**config.mk**
```make
export PLATFORM = sky130hd
export DESIGN_NAME = ddma_packet_sender
export DESIGN_NICKNAME = d
export VERILOG_FILES = /design/src/rtl/ddma_pkg.sv /design/src/rtl/ddma_flit_fifo.sv /design/src/rtl/ddma_packet_sender.sv
export SDC_FILE = /design/constraint.sdc
export NUM_CORES = 1
export LEC_CHECK = 0
export BUFFER_PORTS_ARGS = -buffer_cell sky130_fd_sc_hd__buf_2
export CAP_MARGIN = 20
export CORE_MARGIN = 1
export CORE_UTILIZATION = 58
export DETAILED_ROUTE_END_ITERATION = 7
export PLACE_DENSITY = 0.89
export REMOVE_ABC_BUFFERS = 1
export SYNTH_ARGS = -nofsm -noshare
export SYNTH_HDL_FRONTEND = slang
export SYNTH_SLANG_ARGS = --single-unit
```
**constraint.sdc**
```tcl
create_clock -name clock -period 3.1 [get_ports clock]
set_clock_uncertainty 0.1 [all_clocks]
set_input_delay 0.465 -clock clock [delete_from_list [all_inputs] [get_ports clock]]
set_output_delay 0.465 -clock clock [all_outputs]
set_load 0.02 [all_outputs]
```
**src/rtl/ddma_pkg.sv**
```systemverilog
// rtl/ddma_pkg.sv - shared constants and FSM state type for the DDMA packet sender
package ddma_pkg;
   localparam int SIZE_WIDTH         = 16;
   localparam int DEFAULT_FLIT_WIDTH = 32;
   localparam int DEFAULT_ADDR_WIDTH = 16;
   localparam int DEFAULT_FIFO_DEPTH = 4;

   typedef enum logic [2:0] {
      IDLE          = 3'd0,
      FETCH_HDR     = 3'd1,
      WAIT_SIZE     = 3'd2,
      FETCH_PAYLOAD = 3'd3,
      DRAIN         = 3'd4,
      DONE          = 3'd5
   } state_t;
endpackage

```
**src/rtl/ddma_flit_fifo.sv**
```systemverilog
// rtl/ddma_flit_fifo.sv - synchronous prefetch FIFO for outgoing flits
module ddma_flit_fifo #(
   parameter int WIDTH = 32,
   parameter int DEPTH = 4,
   localparam int PW = $clog2(DEPTH),
   localparam int CW = PW + 1
) (
   input  logic             clock,
   input  logic             reset,
   input  logic             push,
   input  logic [WIDTH-1:0] push_data,
   input  logic             pop,
   output logic [WIDTH-1:0] pop_data,
   output logic             full,
   output logic             empty,
   output logic [CW-1:0]    count
);
   logic [WIDTH-1:0] mem_q [DEPTH];
   logic [PW-1:0]    wr_ptr_q, rd_ptr_q;
   logic [CW-1:0]    count_q, count_d;
   logic             do_push, do_pop;

   assign empty    = (count_q == '0);
   assign full     = (int'(count_q) == DEPTH);
   assign count    = count_q;
   assign pop_data = mem_q[rd_ptr_q];

   // a push into a full FIFO is still legal when the head leaves in the same cycle
   assign do_pop  = pop && !empty;
   assign do_push = push && (!full || do_pop);

   always_comb begin
      count_d = count_q;
      case ({do_push, do_pop})
         2'b10:   count_d = count_q + 1'b1;
         2'b01:   count_d = count_q - 1'b1;
         default: count_d = count_q;
      endcase
   end

   always_ff @(posedge clock) begin
      if (do_push) mem_q[wr_ptr_q] <= push_data;
   end

   always_ff @(posedge clock or posedge reset) begin
      if (reset) begin
         wr_ptr_q <= '0;
         rd_ptr_q <= '0;
         count_q  <= '0;
      end else begin
         if (do_push) wr_ptr_q <= wr_ptr_q + 1'b1;
         if (do_pop)  rd_ptr_q <= rd_ptr_q + 1'b1;
         count_q <= count_d;
      end
   end
endmodule

```
**src/rtl/ddma_packet_sender.sv**
```systemverilog
// rtl/ddma_packet_sender.sv - fetches a header/size/payload packet from memory and streams it to a router port
module ddma_packet_sender
   import ddma_pkg::*;
#(
   parameter int FLIT_WIDTH = DEFAULT_FLIT_WIDTH,
   parameter int ADDR_WIDTH = DEFAULT_ADDR_WIDTH,
   parameter int FIFO_DEPTH = DEFAULT_FIFO_DEPTH
) (
   input  logic                  clock,
   input  logic                  reset,
   input  logic                  start,
   input  logic [ADDR_WIDTH-1:0] base_addr,
   output logic                  busy,
   output logic                  done,
   output logic                  mem_rd,
   output logic [ADDR_WIDTH-1:0] mem_addr,
   input  logic [FLIT_WIDTH-1:0] mem_data,
   output logic                  clock_rx,
   output logic                  rx,
   output logic [FLIT_WIDTH-1:0] data_i,
   input  logic                  credit_o
);
   localparam int CW = $clog2(FIFO_DEPTH) + 1;

   state_t                state_q, state_d;
   logic [ADDR_WIDTH-1:0] addr_q, addr_d;
   logic                  hdr_cnt_q, hdr_cnt_d;
   logic [SIZE_WIDTH-1:0] size_q, size_d;
   logic [SIZE_WIDTH-1:0] pay_cnt_q, pay_cnt_d;
   logic                  rd_pend_q;
   logic                  rd_is_size_q, rd_is_size_d;

   logic                  fifo_full, fifo_empty, fifo_pop;
   logic [CW-1:0]         fifo_count;
   logic [FLIT_WIDTH-1:0] fifo_head;
   logic                  can_issue, last_accept;

   // the in-flight read already owns a FIFO slot, so overflow is impossible
   assign can_issue   = !fifo_full && ((int'(fifo_count) + int'(rd_pend_q)) < FIFO_DEPTH);
   assign fifo_pop    = rx && credit_o;
   assign last_accept = (state_q == DRAIN) && fifo_pop && !rd_pend_q && (int'(fifo_count) == 1);

   assign busy     = (state_q != IDLE);
   assign done     = (state_q == DONE);
   assign mem_addr = addr_q;
   assign clock_rx = clock;
   assign rx       = !fifo_empty;
   assign data_i   = fifo_empty ? '0 : fifo_head;

   ddma_flit_fifo #(
      .WIDTH (FLIT_WIDTH),
      .DEPTH (FIFO_DEPTH)
   ) u_fifo (
      .clock     (clock),
      .reset     (reset),
      .push      (rd_pend_q),
      .push_data (mem_data),
      .pop       (fifo_pop),
      .pop_data  (fifo_head),
      .full      (fifo_full),
      .empty     (fifo_empty),
      .count     (fifo_count)
   );

   always_comb begin
      state_d      = state_q;
      addr_d       = addr_q;
      hdr_cnt_d    = hdr_cnt_q;
      size_d       = size_q;
      pay_cnt_d    = pay_cnt_q;
      mem_rd       = 1'b0;
      rd_is_size_d = 1'b0;
      case (state_q)
         IDLE: begin
            if (start) begin
               addr_d    = base_addr;
               hdr_cnt_d = 1'b0;
               pay_cnt_d = '0;
               state_d   = FETCH_HDR;
            end
         end
         FETCH_HDR: begin
            if (can_issue) begin
               mem_rd    = 1'b1;
               addr_d    = addr_q + 1'b1;
               hdr_cnt_d = 1'b1;
               if (hdr_cnt_q) begin
                  rd_is_size_d = 1'b1;
                  state_d      = WAIT_SIZE;
               end
            end
         end
         WAIT_SIZE: begin
            if (rd_pend_q && rd_is_size_q) begin
               size_d  = mem_data[SIZE_WIDTH-1:0];
               state_d = (mem_data[SIZE_WIDTH-1:0] != '0) ? FETCH_PAYLOAD : DRAIN;
            end
         end
         FETCH_PAYLOAD: begin
            if (can_issue) begin
               mem_rd    = 1'b1;
               addr_d    = addr_q + 1'b1;
               pay_cnt_d = pay_cnt_q + 1'b1;
               if (pay_cnt_q == size_q - 1'b1) state_d = DRAIN;
            end
         end
         DRAIN: begin
            if (last_accept) state_d = DONE;
         end
         DONE:    state_d = IDLE;
         default: state_d = IDLE;
      endcase
   end

   always_ff @(posedge clock or posedge reset) begin
      if (reset) begin
         state_q      <= IDLE;
         addr_q       <= '0;
         hdr_cnt_q    <= 1'b0;
         size_q       <= '0;
         pay_cnt_q    <= '0;
         rd_pend_q    <= 1'b0;
         rd_is_size_q <= 1'b0;
      end else begin
         state_q      <= state_d;
         addr_q       <= addr_d;
         hdr_cnt_q    <= hdr_cnt_d;
         size_q       <= size_d;
         pay_cnt_q    <= pay_cnt_d;
         rd_pend_q    <= mem_rd;
         rd_is_size_q <= rd_is_size_d;
      end
   end
endmodule

```
======== Word-level counts from Yosys, hierarchy flattened ========
Memory sizes are Yosys's and may differ from the RTL's.
Index checks and enable logic that the tools add are counted.
cells by class
  $add $sub $neg .......................... 8
  magnitude comparators ................... 1
  equality and inequality tests ........... 18
  mux-type cells .......................... 27
  reduce and logical (&&, ||, !) cells .... 26
operator list
  operator                 number
  $mux W16                 4
  $pmux W16 S2             2
  $add A16 B1 Y16 const B  2
  $mux W32                 1
  $mux W3                  8
  $eq A16 B16 Y1           1
  $reduce_bool A16 Y1      1
  $sub A16 B1 Y16 const B  1
  $pmux W3 S5              1
  $ne A2 B2 Y1 const B     7
  $eq A3 B2 Y1 const B     3
  $eq A3 B3 Y1 const B     3
  $mux W1                  9
  $reduce_and A3 Y1        3
  $logic_and A1 B1 Y1      8
  $reduce_bool A2 Y1       4
  $reduce_and A7 Y1        1
  $logic_not A3 Y1         2
  $pmux W3 S2              1
  $add A2 B1 Y2 const B    2
  $add A3 B1 Y4            1
  $lt A4 B3 Y1 const B     1
  $add A3 B1 Y3 const B    1
  $eq A3 B1 Y1 const B     1
  10 further kinds         12
word-level totals
  bits in registers ....................... 61
  RAM bits ................................ 128
  input bits .............................. 52
  logic and storage cells ................. 91
  memories ................................ 1
memory list
  memory        depth  bits a word  read ports  clocked after Yosys merged registers in  wr ports  RTL line              text
  u_fifo.mem_q  4      32           1           0                                        1         ddma_flit_fifo.sv:18  logic [WIDTH-1:0] mem_q [DEPTH];

======== Depth between registers and ports, before layout ========
Gate-level depths: netlist of the first run.
  word-level depth ........................ 8
  mapped depth ............................ 11
  mapped depth without buffers ............ 9

======== Modules after synthesis ========
From an unflattened synthesis of the first run, not the netlist that was laid out.
second synthesis, totals
  cell total of the unflattened synthesis .. 619
  area, all modules ....................... 8618.3 um^2
modules (own cells, without submodules)
  module              instances  cells an instance  area each (um^2)  sequential area each (um^2)
  ddma_flit_fifo      1          222                5126.2            4018.9
  ddma_packet_sender  1          397                3492.1            1351.3

==> results of run 1 <==
[power by group through the flow]
stage          logic, W  clock network, W  registers (W)
2_1_floorplan   0.00291                 0        0.00415
3_3_place_gp    0.00420         0.0000301        0.00401
3_5_place_dp    0.00438         0.0000301        0.00409
6_report        0.00447           0.00232        0.00410
5_1_grt         0.00488           0.00244        0.00418
4_1_cts         0.00448           0.00234        0.00407
[sequential cells by signal, summed over array words and instances (netlist names)]
register / count
hdr_cnt_q: 1
pay_cnt_q: 16
u_fifo.count: 3
size_q: 16
rd_is_size_q: 1
u_fifo.rd_ptr_q: 2
rd_pend_q: 1
u_fifo.wr_ptr_q: 2
state_q: 3
u_fifo.mem_q: 128
mem_addr: 16
[kinds of logic after synthesis]
logic type | count (synthesis)
muxes | 49
xor gates and xnor gates | 32
buffers and inverters | 43
DFF | 189
and+or+nand+nor | 207
AOI/OAI and AO/OA | 94
adders and majority gates | 8
[through the flow]
step                      instances  power [W]  setup slack [ns]  area [um2]   util
after detailed placement        895    0.00850             0.632        9310  0.643
after CTS                       931     0.0109             0.223        9980  0.689
after global routing            932     0.0115             0.108        9980  0.690
final                           933     0.0109             0.258        9990  0.690
after floorplan                 593    0.00706             0.253        8430      -
after global placement          895    0.00824             0.758        9310  0.643
[cell usage after synthesis, types with 2 or more instances]
master and n:
edfxtp_1 128, dfrtp_1 61, nor2_1 48, and2_1 38, nand2_1 35, mux4_2 32
a21oi_1 30, o21ai_0 23, clkbuf_1 20, xnor2_1 18, nand3_1 17, mux2_2 15
inv_1 14, xor2_1 14, and3_1 13, nor3_1 10, nand4_1 9, nor4_1 9
a31oi_1 8, ha_1 7, or3_1 6, buf_2 5, nand2b_1 5, o22a_1 4
nand3b_1 3, nor4_2 3, o21ai_1 3, a211oi_1 2, a21o_1 2, a22oi_1 2
a32oi_1 2, and3b_1 2, and4_1 2, buf_6 2, nor2b_1 2, o21a_1 2
o22ai_1 2, o31ai_1 2, or4_4 2
[layout make-up]
type / instances / share of cell area
sequential: 189 / 0.538
multi-input combinational: 390 / 0.301
timing repair buffer: 118 / 0.0657
clock buffer: 21 / 0.0506
tap: 184 / 0.0231
clock inverter: 15 / 0.0157
inverter: 14 / 0.00526
antenna: 2 / 0.000501
[timing repair]
| item | CTS | global route |
|---|---|---|
| setup buffers | 0 | 0 |
| resized for setup | 0 | 0 |
| hold endpoints to repair | 28 | 0 |
| hold buffers | 1 | 0 |
[worst paths after layout]
kind | from | end | slack [ns] | depth (start not counted)
setup / recovery | u_fifo.rd_ptr_q[0] | data_i[4] | 0.26 | 4
hold / removal | mem_data[28] | u_fifo.mem_q[1][28] | 0.03 | 1
setup reg to reg | size_q[2] | state_q[1] | 0.58 | 7
hold reg to reg | mem_addr[10] | mem_addr[10] | 0.42 | 1
max in group asynchronous | reset | pay_cnt_q[1] | 1.80 | 4
min in group asynchronous | reset | mem_addr[5] | 0.48 | 3
[routing by layer]
layer	GRT usage	share of wire	up-vias
met5	0	0	-
met4	0.121	0.024	0
met3	0.0526	0.071	46
met2	0.461	0.53	306
met1	0.329	0.38	2892
li1	-	-	2573
==> results by group, run 1 <==
Logic synthesis
  – Post-synth top area cell: edfxtp_1
  – Post-synth top area share: 0.449
  – Synth Flop Type: edfxtp_1
  – Post-Syn Instances: ~620
  – Synth top area cells: edfxtp_1 (45%), dfrtp_1 (18%), mux4_2 (8.4%), and2_1 (2.8%), nor2_1 (2.1%)
  – Largest family of logic cells by synthesized area: simple AND/OR/NAND/NOR gates
  – Mux contribution to synthesized area: 0.106
  – Seq/Total Area, Yosys: 0.627
  – Post-synthesis simple-gate area fraction: 0.130
  – Post-synthesis average cell area: 13.8 um2
  – Yosys warns: 0
  – Fraction of registers with async set/reset: 0.323
  – Synth Area in XOR/XNOR: 0.0327
  – Post-synth EDFFs: around 130
  – Compound-Gate Fraction of Synth Area: 0.0692
  – Synth Area in Adders: 0.0126
  – Seq cells post-synth: approximately 190
  – Mapped Area: 8570 um2
  – Distinct cell type count of the synthesized netlist: a little under 60

STA
  – Total negative slack: 0 ns
  – Fin. max-slew vios: 0
  – RSZ-0062 raised after global routing: false
  – Period minus WS final: ~2.8 ns
  – Hold Slack: about 0.032 ns
  – Max Freq: 352 MHz
  – Final hold vios: 0
  – # setup viols final: 0
  – Worst-margin pin slew: around 0.86 ns
  – Final worst path period share: 0.917
  – Worst relative slew slack: 0.428

Detailed routing
  – Post-Route WL: between 15,000 and 20,000 um
  – Post-route antenna net violation count: 0
  – Drt pass-1 iters: 5
  – Per-cell routed wire length: around 21 um
  – Via Count: 5,817
  – Number of DRC markers in iteration 0: ~520
  – DRC viols: 0
  – Vias per inst: roughly 6.2

Global route
  – Largest net degree at the start of global routing: 36
  – GRT Total Usage: 0.268
  – GR Overflow Total: 0
  – Initial antenna violation count: 1
  – First-pass GRT wire length: 30,200 um
  – Vias in the first global route: approximately 5,800

Setup path
  – Crit Path Max Fanout: 12
  – Required time of the critical path: roughly 2.5 ns
  – CP delay by family, top: flip-flops
  – Critical path type: flip-flop to output port
  – Worst setup EP type: output port
  – Buffers & Inverters on Critical Path: 2
  – Worst EP arrival: between 2 and 2.5 ns
  – CP max-delay cell: dfrtp_2
  – Critical path's largest stage delay: about 0.53 ns
  – Worst path cell trace: buf_4 -> mux4_2 -> and2_1 -> buf_2
  – CP startpoint kind: flip-flop

Run
  – Max-cap violations: 0

Power and ir drop
  – Lkg Pwr: 3.86 nW
  – Switching fraction of total power: 0.401
  – Comb power frac: 0.411
  – P_int: between 0.006 and 0.007 W
  – PD cells: between 1000 and 1500 nW/um2
  – Flop pwr share: 0.376
  – Sw power: around 0.0044 W
  – Clock network power share: 0.213
  – Worst VDD drop: ~600 uV

Finish
  – Nets: slightly below 800
  – Commonest non-fill, non-tap cell in the layout: edfxtp_1
  – Most frequent cells in the layout: edfxtp_1 (128), buf_2 (104), dfrtp_1 (60)
  – Area Overhead vs Synth: 16.6%
  – Register area: around 5400 um2
  – Multi-input logic area: ~3000 um2
  – Fill cells: slightly above 900
  – Layout cell share with drive strength beyond 1: 0.286

Die
  – Die ar.: approximately 15,000 um2
  – Core Region: 14,500 um2
  – Chip Width: around 120 um
  – Num rows: 44
  – DIE HEIGHT: about 120 um
  – Starting density of the core: 0.592
  – I/O Pins: around 110

Clock network
  – Clk pin slew, worst setup/hold paths: around 0.080 ns
  – CTS tree: done
  – Worst skew pair latency: about 0.54 ns

Placement
  – I/O Buffers: ~100
  – Gp weighted congestion: between 0.9 and 1
  – Hpwl dp: between 10,000 and 15,000 um

Outcome
  – Status: finished, final reports clean

Worst hold path
  – Hold Path Class: primary input to flip-flop
Note: power is estimated with default switching activity, not from simulation.
==> run 2, diff against run 1 <==
--- a/config.mk
+++ b/config.mk
@@ -7,10 +7,12 @@
 export LEC_CHECK = 0
 export BUFFER_PORTS_ARGS = -buffer_cell sky130_fd_sc_hd__buf_2
 export CAP_MARGIN = 20
+export CORE_ASPECT_RATIO = 0.9
 export CORE_MARGIN = 1
 export CORE_UTILIZATION = 58
 export DETAILED_ROUTE_END_ITERATION = 7
 export PLACE_DENSITY = 0.89
+export RECOVER_POWER = 25
 export REMOVE_ABC_BUFFERS = 1
 export SYNTH_ARGS = -nofsm -noshare
 export SYNTH_HDL_FRONTEND = slang
==> run 2 against run 1 <==
  * Combinational power up 2%
  * Largest cell class unchanged
  * Final area up 0.45%
  * Via count up 0.43%
  * Final cell count rose by 1.2%
  * Non-clock buffer count is 4 higher
  * Core utilization grew 1.6 points
  * Critical endpoint is now data_i[21]
  * Flip-flop and latch count stayed put
  * Die area is essentially flat
  * Global-route usage rose by 0.81 points
  * Hold slack gained 0.038 ns
  * Count of clock-buffer cells in the layout stayed put
==> results by group, run 2 (same netlist as run 1, synthesis figures left out) <==
Global route
  – Grt met3 use: 0.0718 (+0.0192)
  – GR peak layer: met2
  – Largest net degree at the start of global routing: 36 (unchanged)
  – GR Overflow Total: 0 (unchanged)
  – GR Util met2: 0.462 (+0.00151)
  – GRT met1 Usage: 0.345 (+0.0160)
  – Initial antenna violation count: 0 (-1)
  – Vias in the first global route: 5,822 (+0.66%)
  – First-pass GRT wire length: 30,500 um (+1.0%)
  – GRT Total Usage: 0.277 (+0.00810)

STA
  – Max Freq: 340 MHz (-3.3%)
  – Final hold vios: 0 (unchanged)
  – RSZ-0062 raised after global routing: false
  – # setup viols final: 0 (unchanged)
  – Fin. max-slew vios: 0 (unchanged)
  – Total negative slack: 0 ns (unchanged)
  – Period minus WS final: 2.94 ns (+0.0973 ns)
  – Final worst path period share: 0.948 (+0.0314)
  – Worst-margin pin slew: 0.841 ns (-0.0161 ns)
  – Worst relative slew slack: 0.439 (+0.0108)

Power and ir drop
  – Lkg Pwr: 3.83 nW (-0.76%)
  – PD cells: 1110 nW/um2 (+1.4%)
  – Worst VDD drop: 628 uV (+3.6%)

Clock network
  – Clk pin slew, worst setup/hold paths: 0.07 ns (about the same)
  – CTS tree: done
  – Worst skew pair latency: 0.55 ns (about the same)
  – Post-CTS sizing: 0 (unchanged)

Placement
  – Gp weighted congestion: 0.826 (-14%)
  – Post-DP Area: 9370 um2 (+0.63%)
  – Hpwl dp: 12,800 um (+9.3%)
  – I/O Buffers: 104 (unchanged)

Finish
  – Antenna cells: 0 (-2)
  – Register area: 5370 um2 (unchanged)
  – Nets: 798 (+0.50%)
  – Fill cells: 901 (-1.2%)
  – Multi-input logic area: 3010 um2 (+0.17%)
  – Layout cell share with drive strength beyond 1: 0.256 (-0.0308)
  – Most frequent cells in the layout: edfxtp_1 (128), buf_2 (75), dfrtp_1 (60)
  – Final Instance Area: 10,000 um2 (+0.45%)
  – Top reg by flops: u_fifo.mem_q
  – Area Overhead vs Synth: 17.1%
  – Commonest non-fill, non-tap cell in the layout: edfxtp_1
  – Max reg flops: 128 (unchanged)

Die
  – Num rows: 41 (-6.8%)
  – Starting density of the core: 0.603 (+0.0112)
  – DIE HEIGHT: 117 um (-5.0%)
  – I/O Pins: 105 (unchanged)
  – Core Region: 14,200 um2 (-1.9%)
  – Chip Width: 130 um (+5.3%)
  – Die ar.: 15,300 um2 (about the same)

Detailed routing
  – Via Count: 5,842 (+0.43%)
  – Drt pass-1 iters: 7 (+2)
  – Post-Route WL: 19,400 um (-0.10%)
  – Vias per inst: 6.19 (-0.74%)
  – Per-cell routed wire length: 20.6 um (-1.3%)
  – Number of DRC markers in iteration 0: 652 (+26%)
  – Post-route antenna net violation count: 0 (unchanged)
  – DRC viols: 0 (unchanged)

Setup path
  – Buffers & Inverters on Critical Path: 2 (unchanged)
  – CP max-delay cell: dfrtp_2
  – Crit Path Max Fanout: 13 (+1)
  – Worst path cell trace: buf_4 -> mux4_2 -> and2_1 -> buf_2
  – Critical path type: flip-flop to output port
  – Worst setup EP type: output port
  – Required time of the critical path: 2.53 ns (about the same)
  – Critical path's largest stage delay: 0.64 ns (+0.11 ns)
  – CP delay by family, top: flip-flops
  – Worst EP arrival: 2.37 ns (+0.09 ns)
  – CP startpoint kind: flip-flop

Outcome
  – Status: finished, final reports clean

Run
  – Max-cap violations: 0 (unchanged)

Worst hold path
  – Hold Path Class: primary input to flip-flop
[run 2: changes by cell type in the layout (fill, tap and decap cells not counted), moves of 2 or more]
| cell | change |
|---|---|
| and2_1 | -4 |
| and2_2 | +4 |
| buf_2 | -29 |
| buf_4 | +3 |
| bufinv_16 | +2 |
| clkbuf_1 | +29 |
| clkinv_8 | -2 |
| clkinvlp_4 | -2 |
| diode_2 | -2 |
[run 2: path summary, 6_finish.rpt]
path | from | to | slack, ns | depth (start not counted)
worst max-delay path | u_fifo.rd_ptr_q[0] | data_i[21] | 0.16 | 4
worst min register to register | mem_addr[10] | mem_addr[10] | 0.42 | 1
min in group asynchronous | reset | mem_addr[2] | 0.46 | 3
max in group asynchronous | reset | size_q[15] | 1.81 | 4
worst min-delay path | mem_data[18] | u_fifo.mem_q[0][18] | 0.07 | 1
worst max register to register | size_q[6] | state_q[1] | 0.51 | 6
[run 2: per-layer routing]
layer  routed length (um)  up-vias  share of wire
met5                    0        -              0
met4                  545        0          0.028
met3                 1230       58          0.063
met2                10000      293           0.52
met1                 7620     2914           0.39
li1                     -     2577              -
[run 2: area by class of cell]
type / instances / area share
repair buffers: 122 / 0.0660
clock inverters: 15 / 0.0183
clock buffers: 21 / 0.0504
well taps: 193 / 0.0241
flip-flops and latches: 189 / 0.535
multi-input cells: 390 / 0.300
inverters: 14 / 0.00524
[run 2: timing repair]
item / CTS / global route
hold buffers: 1 / 0
setup endpoints to repair: 0 / 0
endpoints found under the hold margin: 29 / 0
buffers inserted: 0 / 0
[run 2: report_power, final]
group          total, W  internal, W  leakage [nW]  switching, W
Clock           0.00244      0.00139         0.330       0.00105
Sequential      0.00411      0.00340          1.93      0.000708
Combinational   0.00454      0.00192          1.57       0.00262
[run 2: per-stage QoR]
stage	hold slack, ns	setup WS [ns]	util	std cells	power, W
floorplan	0.365	0.253	-	593	0.00706
global placement	0.385	0.795	0.660	908	0.00829
detailed placement	0.405	0.691	0.660	908	0.00859
CTS	0.00892	0.119	0.708	944	0.0111
global route	0.0523	0.0240	0.706	944	0.0117
finish	0.0704	0.160	0.706	944	0.0111
[run 2: worst register-to-register path: stages (launching register included)]
cell and delay (ns):
dfrtp_1 0.49, or4_4 0.61, nor4_1 0.38, nor3_1 0.14
nor4_1 0.33, o211a_2 0.32, o22ai_2 0.10
==> run 3, diff against run 2 <==
--- a/config.mk
+++ b/config.mk
@@ -7,7 +7,7 @@
 export LEC_CHECK = 0
 export BUFFER_PORTS_ARGS = -buffer_cell sky130_fd_sc_hd__buf_2
 export CAP_MARGIN = 20
-export CORE_ASPECT_RATIO = 0.9
+export CORE_ASPECT_RATIO = 1.2
 export CORE_MARGIN = 1
 export CORE_UTILIZATION = 58
 export DETAILED_ROUTE_END_ITERATION = 7
==> run 3 against run 2 <==
  * Final cell count shrank 2.4%
  * Core utilization shrank 1.6 points
  * Largest cell class unchanged
  * Global-route usage shrank 2.1 points
  * Clock power is essentially flat
  * Maximum frequency grew 2.9%
  * Routed wire length shrank 4.7%
  * Register-to-register slack gained 0.02 ns
  * Count of clock-buffer cells in the layout is the same
==> results by group, run 3 (same netlist as run 1, synthesis figures left out) <==
Worst hold path
  – Hold path endpoint: mem_addr[0]
  – Hold Startpoint: base_addr[0]
  – Min-Delay Path Depth: 3 (+2)
  – Hold Path Class: primary input to flip-flop

Setup path
  – Worst path cell trace: buf_12 -> mux4_2 -> and2_1 -> buf_2
  – Crit Path Max Fanout: 27 (+14)
  – Worst setup EP type: output port
  – Critical path's largest stage delay: 0.57 ns (-0.07 ns)
  – Worst Reg-to-Reg Cells: 7 (+1)
  – Worst EP arrival: 2.29 ns (-0.08 ns)
  – Required time of the critical path: 2.53 ns (about the same)
  – Flop2flop setup slack: 0.53 ns (+0.02 ns)
  – CP max-delay cell: mux4_2
  – Critical path type: flip-flop to output port
  – CP startpoint kind: flip-flop
  – Worst r2r dst: state_q[1]
  – Worst r2r src: size_q[2]

Finish
  – Final Instance Area: 9950 um2 (-0.82%)
  – Layout cell share with drive strength beyond 1: 0.245 (-0.0104)
  – Top reg by flops: u_fifo.mem_q
  – Antenna cells: 0 (unchanged)
  – Most frequent cells in the layout: edfxtp_1 (128), buf_2 (74), dfrtp_1 (60)
  – Nets: 793 (-0.63%)
  – Max reg flops: 128 (unchanged)
  – Final Util: 0.690 (-0.0157)
  – Commonest non-fill, non-tap cell in the layout: edfxtp_1
  – Area Overhead vs Synth: 16.1%
  – Fill cells: 942 (+4.6%)

Die
  – I/O Pins: 105 (unchanged)
  – Core Region: 14,400 um2 (+1.4%)
  – DIE HEIGHT: 135 um (+15%)
  – Die ar.: 15,300 um2 (about the same)
  – Starting density of the core: 0.594 (-0.00853)
  – Num rows: 48 (+17%)
  – Chip Width: 113 um (-13%)

Run
  – Max-cap violations: 0 (unchanged)

Global route
  – Largest net degree at the start of global routing: 36 (unchanged)
  – First-pass GRT wire length: 29,600 um (-3.0%)
  – GR Overflow Total: 0 (unchanged)
  – GRT Total Usage: 0.256 (-0.0209)
  – Initial antenna violation count: 0 (unchanged)
  – Vias in the first global route: 5,914 (+1.6%)

Detailed routing
  – Number of DRC markers in iteration 0: 619 (-5.1%)
  – Per-cell routed wire length: 20.1 um (-2.3%)
  – DRC viols: 0 (unchanged)
  – Via Count: 5,705 (-2.3%)
  – Vias per inst: 6.19 (about the same)
  – Post-Route WL: 18,500 um (-4.7%)
  – Post-route antenna net violation count: 0 (unchanged)
  – Drt pass-1 iters: 5 (-2)

Outcome
  – Status: finished, final reports clean

Clock network
  – Clk pin slew, worst setup/hold paths: 0.07 ns (about the same)
  – CTS tree: done
  – Worst skew pair latency: 0.54 ns (about the same)
  – Post-CTS Setup Repair Bufs: 0 (unchanged)

Power and ir drop
  – Lkg Pwr: 3.79 nW (-1.1%)
  – Worst VDD drop: 568 uV (-9.6%)
  – PD cells: 1100 nW/um2 (-0.44%)

STA
  – Worst-margin pin slew: 0.848 ns (+0.00674 ns)
  – Total negative slack: 0 ns (unchanged)
  – Worst relative slew slack: 0.435 (-0.00449)
  – Max Freq: 350 MHz (+2.9%)
  – Fin. max-slew vios: 0 (unchanged)
  – Final worst path period share: 0.921 (-0.0269)
  – Period minus WS final: 2.86 ns (-0.0835 ns)
  – Hold Slack: 0.0481 ns (-0.0223 ns)
  – # setup viols final: 0 (unchanged)
  – Post-route setup slack: 0.244 ns (+0.0835 ns)
  – RSZ-0062 raised after global routing: false
  – Final hold vios: 0 (unchanged)

Placement
  – I/O Buffers: 104 (unchanged)
  – Pre-CTS WS: 0.705 ns (+0.0138 ns)
  – Post-DP Area: 9300 um2 (-0.83%)
  – Hpwl dp: 11,700 um (-9.0%)
  – Gp weighted congestion: 0.961 (+16%)
run 3: cell types whose count changed in the layout (fill, tap and decap cells not counted):
cell,delta
buf_12,-1
buf_4,-4
clkinvlp_4,+2
and2_1,+4
and2_2,-4
clkbuf_1,+1
clkinv_8,-1
clkinv_4,-3
buf_2,-1
inv_8,+2
clkinv_2,+1
clkinv_1,-1
run 3: how the worst max path moves through the flow:
stage                       start          to  cells after the start
2_1_floorplan  u_fifo.rd_ptr_q[0]   data_i[0]                      2
3_3_place_gp            size_q[0]  state_q[1]                      7
3_5_place_dp            size_q[0]  state_q[1]                      7
4_1_cts        u_fifo.rd_ptr_q[0]  data_i[11]                      4
5_1_grt        u_fifo.rd_ptr_q[0]  data_i[11]                      4
6_report       u_fifo.rd_ptr_q[0]  data_i[11]                      4
run 3: cell type report:
cell class,instances,area [um2],share of cell area
clock buffer,21,505,0.0508
sequential,189,5370,0.540
tap,175,219,0.0220
timing repair buffer,117,611,0.0614
inverter,14,52.6,0.00528
multi-input combinational,390,3010,0.302
clock inverter,15,180,0.0181
run 3: critical path: cells and delay by family, from the launching register on:
kind	cells	cell delay [ns]
buffers and inverters	2	0.43
DFF	1	0.53
muxes	1	0.57
and+or+nand+nor	1	0.20
run 3: per-stage QoR:
stage,cells,total power [W]
5_1_grt,921,0.0115
3_3_place_gp,885,0.00824
4_1_cts,921,0.0110
3_5_place_dp,885,0.00850
6_report,921,0.0109
2_1_floorplan,593,0.00706
run 3: layer usage:
metal | track usage | up-vias | part of all wire
met5 | 0 | - | 0
met4 | 0.135 | 0 | 0.037
met3 | 0.0530 | 64 | 0.063
met2 | 0.447 | 266 | 0.52
met1 | 0.298 | 2816 | 0.38
li1 | - | 2559 | -
run 3: what timing repair did:
item / 4_1_cts / 5_1_grt
hold buffers: 1 / 0
resized for setup: 0 / 0
hold endpoints to repair: 30 / 0
run 3: power breakdown:
group	switching [W]	internal, W	total (W)
Clock	0.00104	0.00139	0.00243
Combinational	0.00257	0.00187	0.00444
Sequential	0.000675	0.00340	0.00408
Total	0.00429	0.00666	0.0109
